--- config.mk ---
export PLATFORM = sky130hd
export DESIGN_NAME = uart_txqueue
export DESIGN_NICKNAME = d
export VERILOG_FILES = /design/src/rtl/uart_txqueue.sv
export SDC_FILE = /design/constraint.sdc
export NUM_CORES = 1
export LEC_CHECK = 0
export CAP_MARGIN = 20
export CORE_MARGIN = 10
export CORE_UTILIZATION = 54
export DETAILED_ROUTE_END_ITERATION = 8
export GPL_ROUTABILITY_DRIVEN = 0
export GPL_TIMING_DRIVEN = 1
export HOLD_SLACK_MARGIN = 0.12
export PLACE_DENSITY = 0.75
export SLEW_MARGIN = 20
export SYNTH_ARGS = -nofsm -noshare
export SYNTH_HDL_FRONTEND = slang
export SYNTH_SLANG_ARGS = --single-unit
--- constraint.sdc ---
create_clock -name clk -period 2.5 [get_ports clk]
set_input_delay 0.375 -clock clk [delete_from_list [all_inputs] [get_ports clk]]
set_output_delay 0.375 -clock clk [all_outputs]
set_load 0.01 [all_outputs]
--- src/rtl/uart_txqueue.sv ---
`default_nettype none
// ============================================================================
// Module      : uart_txqueue
// Description : Byte FIFO feeding a UART serializer, with a txen/txbusy
//               handshake sequencer that drains one byte at a time.
// Revision    : 1.0 - initial release
// ============================================================================
module uart_txqueue #(
  parameter int DEPTH       = 16,
  parameter int AW          = 4,
  parameter int ACK_TIMEOUT = 4
) (
  input  logic          clk,
  input  logic          rst,
  input  logic [7:0]    wdata,
  input  logic          wen,
  input  logic          flush,
  output logic          full,
  output logic          empty,
  output logic [AW:0]   level,
  output logic          overflow,
  output logic [7:0]    txchar,
  output logic          txen,
  input  logic          txbusy
);

  localparam logic [1:0] c_IDLE = 2'd0;
  localparam logic [1:0] c_ACK  = 2'd1;
  localparam logic [1:0] c_DONE = 2'd2;

  localparam int              c_CNT_W    = (ACK_TIMEOUT > 1) ? $clog2(ACK_TIMEOUT) : 1;
  localparam logic [c_CNT_W-1:0] c_CNT_LAST = c_CNT_W'(ACK_TIMEOUT - 1);
  localparam logic [AW:0]     c_LVL_FULL = (AW + 1)'(DEPTH);

  logic [7:0]          mem_q [DEPTH];
  logic [AW-1:0]       wr_ptr_q, wr_ptr_d;
  logic [AW-1:0]       rd_ptr_q, rd_ptr_d;
  logic [AW:0]         level_q, level_d;
  logic                overflow_q, overflow_d;
  logic [1:0]          state_q, state_d;
  logic [c_CNT_W-1:0]  cnt_q, cnt_d;
  logic [7:0]          txchar_q, txchar_d;
  logic                txen_q, txen_d;
  logic                w_pop;
  logic                w_wr;

  assign full     = (level_q == c_LVL_FULL);
  assign empty    = (level_q == '0);
  assign level    = level_q;
  assign overflow = overflow_q;
  assign txchar   = txchar_q;
  assign txen     = txen_q;

  // A pop frees a slot on the same edge, so a write to a full queue is still taken.
  assign w_wr = wen & ~flush & (~full | w_pop);

  always_comb begin
    wr_ptr_d   = wr_ptr_q;
    rd_ptr_d   = rd_ptr_q;
    level_d    = level_q;
    overflow_d = overflow_q;
    if (flush) begin
      wr_ptr_d   = '0;
      rd_ptr_d   = '0;
      level_d    = '0;
      overflow_d = 1'b0;
    end else begin
      if (w_wr)  wr_ptr_d = wr_ptr_q + AW'(1);
      if (w_pop) rd_ptr_d = rd_ptr_q + AW'(1);
      case ({w_wr, w_pop})
        2'b10:   level_d = level_q + (AW + 1)'(1);
        2'b01:   level_d = level_q - (AW + 1)'(1);
        default: level_d = level_q;
      endcase
      if (wen && full && !w_pop) overflow_d = 1'b1;
    end
  end

  always_ff @(posedge clk) begin
    if (w_wr) mem_q[wr_ptr_q] <= wdata;
  end

  always_ff @(posedge clk or posedge rst) begin
    if (rst) begin
      wr_ptr_q   <= '0;
      rd_ptr_q   <= '0;
      level_q    <= '0;
      overflow_q <= 1'b0;
      txchar_q   <= 8'h00;
      txen_q     <= 1'b0;
      cnt_q      <= '0;
    end else begin
      wr_ptr_q   <= wr_ptr_d;
      rd_ptr_q   <= rd_ptr_d;
      level_q    <= level_d;
      overflow_q <= overflow_d;
      txchar_q   <= txchar_d;
      txen_q     <= txen_d;
      cnt_q      <= cnt_d;
    end
  end

  // Sequencer: state register
  always_ff @(posedge clk or posedge rst) begin
    if (rst) state_q <= c_IDLE;
    else     state_q <= state_d;
  end

  // Sequencer: next state; the ack counter only advances while txbusy stays low
  always_comb begin
    state_d = state_q;
    cnt_d   = cnt_q;
    case (state_q)
      c_IDLE: begin
        if (w_pop) begin
          state_d = c_ACK;
          cnt_d   = '0;
        end
      end
      c_ACK: begin
        if (txbusy)                  state_d = c_DONE;
        else if (cnt_q == c_CNT_LAST) state_d = c_IDLE;
        else                         cnt_d   = cnt_q + c_CNT_W'(1);
      end
      c_DONE: begin
        if (!txbusy) state_d = c_IDLE;
      end
      default: state_d = c_IDLE;
    endcase
  end

  // Sequencer: outputs
  always_comb begin
    w_pop    = (state_q == c_IDLE) & ~empty & ~txbusy & ~flush;
    txen_d   = w_pop;
    txchar_d = w_pop ? mem_q[rd_ptr_q] : txchar_q;
  end

endmodule
`default_nettype wire

---- Yosys cells after proc, flatten, opt, wreduce, memory -nomap -nowiden ----
Memories as Yosys holds them, arrays and structs flattened. A register that Yosys moved wholly into a read port is not among the register bits.
Index checks and enable logic that the tools add are counted.
operators by class
  reduce and logical (&&, ||, !) cells .... 12
  bitwise gates (word level) .............. 10
  equality and inequality tests ........... 11
  mux-type cells .......................... 19
  add/subtract/negate cells ............... 5
operators with widths
  operator             number
  $mux 4               4
  $mux 2               7
  $pmux 5 s2           1
  $add 4x1->4 const B  2
  $ne 2x2->1 const B   4
  $reduce_bool 2->1    4
  $eq 2x2->1 const B   3
  $pmux 2 s3           1
  $add 5x1->5 const B  1
  $and 1x1->1          5
  $eq 5x5->1 const B   1
  $logic_not 5->1      1
  $mux 5               1
  $sub 5x1->5 const B  1
  $eq 2x1->1 const B   2
  $mux 1               4
  $not 1->1            4
  $pmux 2 s2           1
  $reduce_and 4->1     1
  $ne 3x3->1 const B   1
  $reduce_and 3->1     1
  $reduce_bool 3->1    1
  $add 2x1->2 const B  1
  $logic_and 1x1->1    2
  other kinds (3)      3
word-level totals
  output and inout port bits .............. 17
  register bits after elaboration ......... 19
  bits of input ports ..................... 13
  memories kept ........................... 1
  bits in writable memories ............... 128
  word-level logic and storage cells ...... 65
memories
  name   words  width  read ports  clocked after memory_dff  wr ports  line  RTL
  mem_q  16     8      1           1                         1         35    logic [7:0] mem_q [DEPTH];

---- Depth between registers and ports, before layout ----
  depth after elaboration ................. 10
  gate-level depth with buffers ........... 11
  gate-level depth less buffers ........... 9

---- Worst setup path before layout ----
No wires, ideal clock.
  kind .................................... register -> register
  from .................................... register level_q[1], in the netlist level[1]
  to ...................................... register level_q[4], in the netlist level[4]
  path buffers ............................ 2
  data required time ...................... 2.363 ns
  period minus slack after synthesis ...... 2.791 ns
  stages on the path, launching flop included .. 11
  setup time .............................. 0.137 ns
  path slack .............................. -0.291 ns
  data arrival time ....................... 2.654 ns
  path through ............................ dfrtp_1 > or4_1 > buf_6 > o21ai_2 > buf_2 > nor2_1 > ha_1 > nand2b_1 > a2111oi_0 > a311o_1 > a31oi_1
between the ends
  cells in the longest elaborated chain, start to end .. 10
  elaborated cells between the ends (all ways) .. 16
  those cells by class .................... 2 x add/sub; 3 x eq/ne; 2 x mux; 7 x bitwise; 2 x reduce/logical
RTL lines
  element                                   line  RTL
  from (decl)                               38    logic [AW:0] level_q, level_d;
  from (signal assigned)                    95    level_q <= level_d;
  $logic_not 5->1                           48    assign empty = (level_q == '0);
  $not 1->1                                 134   w_pop = (state_q == c_IDLE) & ~empty & ~txbusy & ~flush;
  $and 1x1->1 (3 in series)                 134
  $or 1x1->1                                55    assign w_wr = wen & ~flush & (~full | w_pop);
  $and 1x1->1                               55
  $eq 2x1->1 or $eq 2x2->1 (tied branches)  70    case ({w_wr, w_pop})
  $pmux 5 s2                                70
  $mux 5                                    62    if (flush) begin
Several ways; a longest one is shown, not always the timed one.
A chain may end at the register's enable or synchronous reset.

---- Worst setup path in the final report ----
Ends and elaborated chain as after synthesis.

==> key figures <==
GRT
  • Largest net degree at the start of global routing: 35
  • First-pass GRT wire length: 21.5 mm
  • Met2 usage: 0.283
  • Global route total overflow: 0
  • GR Layer Usage met1: 0.221
  • Vias in the first global route: 3820
  • Initial antenna violation count: 0
  • Global routing usage on met3: 0.0513
  • Gr busiest metal: met2
  • All-Layer GR Usage: 0.175

Power and ir drop
  • Maximum VDD drop: 1040 uV
  • Lkg Pwr: 2.72 nW
  • Pwr Density: 894 nW/um2

STA
  • Max Slew Vio Count: 0
  • Slew @ Worst Pin: 0.621 ns
  • Setup TNS: 0 ns
  • Endpoints failing setup: 0
  • RSZ-0062 raised after global routing: no
  • Final Skew: 0.0117 ns
  • Final period utilization: 0.956
  • Worst hold slack: 0.334 ns
  • Max Fclk: 419 MHz
  • Worst slew margin: 0.585
  • Final hold vios: 0
  • Post-layout min period: 2.39 ns

Worst setup path
  • R2R Setup Slk: 0.11 ns
  • Max stage delay on crit path: 0.56 ns
  • Crit-path max FO: 4
  • Crit path launch type: register
  • Reg-to-reg startpoint: level[1]$_DFFE_PP0P_
  • Critical path's slowest cell: or4_4
  • CP Data Arrival Time: 2.72 ns
  • Cells along the critical path: or4_4 > o21ai_4 > nor2_4 > buf_4 > ha_4 > nor2b_4 > o21ai_1 > a311o_1 > a31oi_1
  • Crit path required time: 2.83 ns
  • CP Capture Type: register
  • RR Endpoint: level[4]$_DFFE_PP0P_
  • Crit path kind: register to register
  • Cells on worst reg2reg path: 9

Route
  • Post-route DRC violation count: 0
  • Routed WL per cell: 23.0 um
  • Post-DRT Antenna Nets: 0
  • DRT iter0 DRCs: 392
  • Via count: 3589
  • Final WL: 13.6 mm
  • Drt first pass iters: 5
  • Vias per cell: 6.07

CTS
  • Num CTS Buffers: 17
  • Post-CTS Hold Buffers: 0
  • Root buffer cell: clkbuf_16
  • H-Tree Depth: 4
  • CTS clk-pin slew, worst paths: 0.06 ns
  • CTS tree: built
  • Clock Path Buffers: 2
  • CTS sink count: 155
  • Clock latency on the worst-skew pair: 0.42 ns

Floorplan
  • Ports: 30
  • DIE AREA: 16600 um2
  • DIE WIDTH: 129 um
  • Starting Density: 0.556
  • Core ar.: 11500 um2
  • Row count: 39
  • Die H: 129 um

Logic synthesis
  • XOR/XNOR Fraction of Synth Area: 0.00820
  • Synthesis warning total: 0
  • Post-synthesis mux area share: 0.154
  • Synth Area in Compound Gates: 0.0363
  • Syn avg cell area: 17.9 um2
  • Seq/Total Area, Yosys: 0.705
  • Synth unique cells: 43
  • Async SR Flop Fraction: 0.174
  • Number of flops mapped to enable cells by yosys: 128
  • Cell Area, Synth: 6410 um2
  • Seq cells post-synth: 155
  • Main combinational cell family by area after synthesis: multiplexers
  • Synth Area in Adders: 0.0207
  • Simple-Gate Fraction of Synth Area: 0.0523
  • Top_reg_cell synth: edfxtp_1
  • Syn_nets: 382
  • Post-Syn Instances: 359

Placed design
  • Port bufs: 29
  • HPWL Detailed: 8.84 mm

Cells and area
  • Most common cell after layout, fill and taps aside: edfxtp_1
  • Final-layout fill cell count: 739
  • Nets: 458
  • ANT cells: 0
  • Share of cells above drive strength 1: 0.304
  • Most frequent cells in the layout: 128 x edfxtp_1, 46 x buf_4, 32 x mux4_2
  • Area grow syn2layout: 22.2%

Status
  • Status: complete, no violations

Run
  • Maxcap violations: 0

Min path
  • Worst Hold Class: primary input to asynchronous set/reset pin
[layout make-up]
type	count	area, um2	area share
Sequential cell	155	4520	0.578
Multi-Input combinational cell	171	1850	0.237
Timing Repair Buffer	76	657	0.0839
Clock buffer	17	425	0.0543
Tap cell	143	179	0.0229
Clock inverter	15	138	0.0176
Inverter	14	52.6	0.00671
[cell usage after synthesis (2+ instances only)]
cell type / n / share of area
nor3_1: 5 / 0.0039
edfxtp_1: 128 / 0.60
mux2_4: 3 / 0.0070
o221ai_1: 8 / 0.011
a311o_1: 2 / 0.0031
clkbuf_1: 9 / 0.0053
nor4_1: 2 / 0.0020
nand2b_1: 4 / 0.0039
a31oi_1: 5 / 0.0049
nand2_1: 14 / 0.0082
nor2b_1: 3 / 0.0029
mux4_2: 32 / 0.11
a2111oi_0: 2 / 0.0027
ha_1: 9 / 0.018
o21ai_0: 4 / 0.0031
inv_1: 14 / 0.0082
nand3_1: 5 / 0.0039
xnor2_1: 2 / 0.0027
dfrtp_1: 27 / 0.11
mux2i_1: 20 / 0.031
a21oi_1: 2 / 0.0016
nor2_1: 28 / 0.016
buf_2: 6 / 0.0047
or3_1: 2 / 0.0020
buf_4: 2 / 0.0023
xor2_1: 4 / 0.0055
[metal layers]
metal | vias to the layer above | share of wire
li1 | 1570 | -
met1 | 1834 | 0.41
met2 | 163 | 0.50
met3 | 22 | 0.079
met4 | 0 | 0.019
met5 | - | 0
[registers in the layout, summed over array words and instances (netlist names), 2 cells and up]
| signal | count |
|---|---|
| mem_q | 128 |
| txchar | 8 |
| level | 5 |
| rd_ptr_q | 4 |
| wr_ptr_q | 4 |
| cnt_q | 2 |
| state_q | 2 |
[power by group]
group / switching, W / internal [W] / total (W)
Sequential: 0.000135 / 0.00296 / 0.00310
Clock: 0.00105 / 0.00139 / 0.00244
Combinational: 0.000732 / 0.000731 / 0.00146
Total: 0.00192 / 0.00508 / 0.00700
[per-stage QoR]
stage	util	setup slack (ns)	power, W	instances	area (um2)
after floorplan	-	-0.0379	0.00398	359	6510
after detailed placement	0.629	-0.351	0.00458	559	7240
after global routing	0.680	0.00748	0.00730	591	7830
final	0.680	0.111	0.00700	591	7830
after CTS	0.678	0.0130	0.00703	591	7810
after global placement	0.629	-0.299	0.00453	559	7240
[worst max path at each step]
stage / start / to / slack [ns] / depth (start not counted)
2_1_floorplan: level[3]$_DFFE_PP0P_ / level[4]$_DFFE_PP0P_ / -0.04 / 10
3_3_place_gp: txbusy / level[4]$_DFFE_PP0P_ / -0.30 / 11
3_5_place_dp: txbusy / level[4]$_DFFE_PP0P_ / -0.35 / 11
4_1_cts: level[3]$_DFFE_PP0P_ / level[4]$_DFFE_PP0P_ / 0.01 / 9
5_1_grt: level[1]$_DFFE_PP0P_ / level[3]$_DFFE_PP0P_ / 0.007 / 9
6_report: level[1]$_DFFE_PP0P_ / level[4]$_DFFE_PP0P_ / 0.11 / 9
[what timing repair did]
item | in CTS | in global routing
endpoints found under the hold margin | 0 | 0
endpoints found under the setup margin | 2 | 4
resized for setup | 2 | 6
gates cloned | 0 | 0
setup buffers | 0 | 0
pin swaps | 0 | 7
[critical path: cells and delay by family, from the launching register on]
kind | cells | cell delay [ns]
adder cells (fa/ha/maj) | 1 | 0.29
AO/OA/AOI/OAI | 4 | 0.70
flip-flops | 1 | 0.41
buffers and inverters | 1 | 0.15
AND/OR/NAND/NOR | 3 | 0.76
[logic make-up (layout without fill, tap and decap cells)]
| group | after synthesis | in the layout |
|---|---|---|
| flops | 155 | 155 |
| simple gates | 70 | 70 |
| mux | 56 | 56 |
| buf+inv | 33 | 122 |
| compound gates | 29 | 29 |
| fa+ha+maj | 10 | 10 |
| xor+xnor | 6 | 6 |
(Power assumes the default switching activity.)
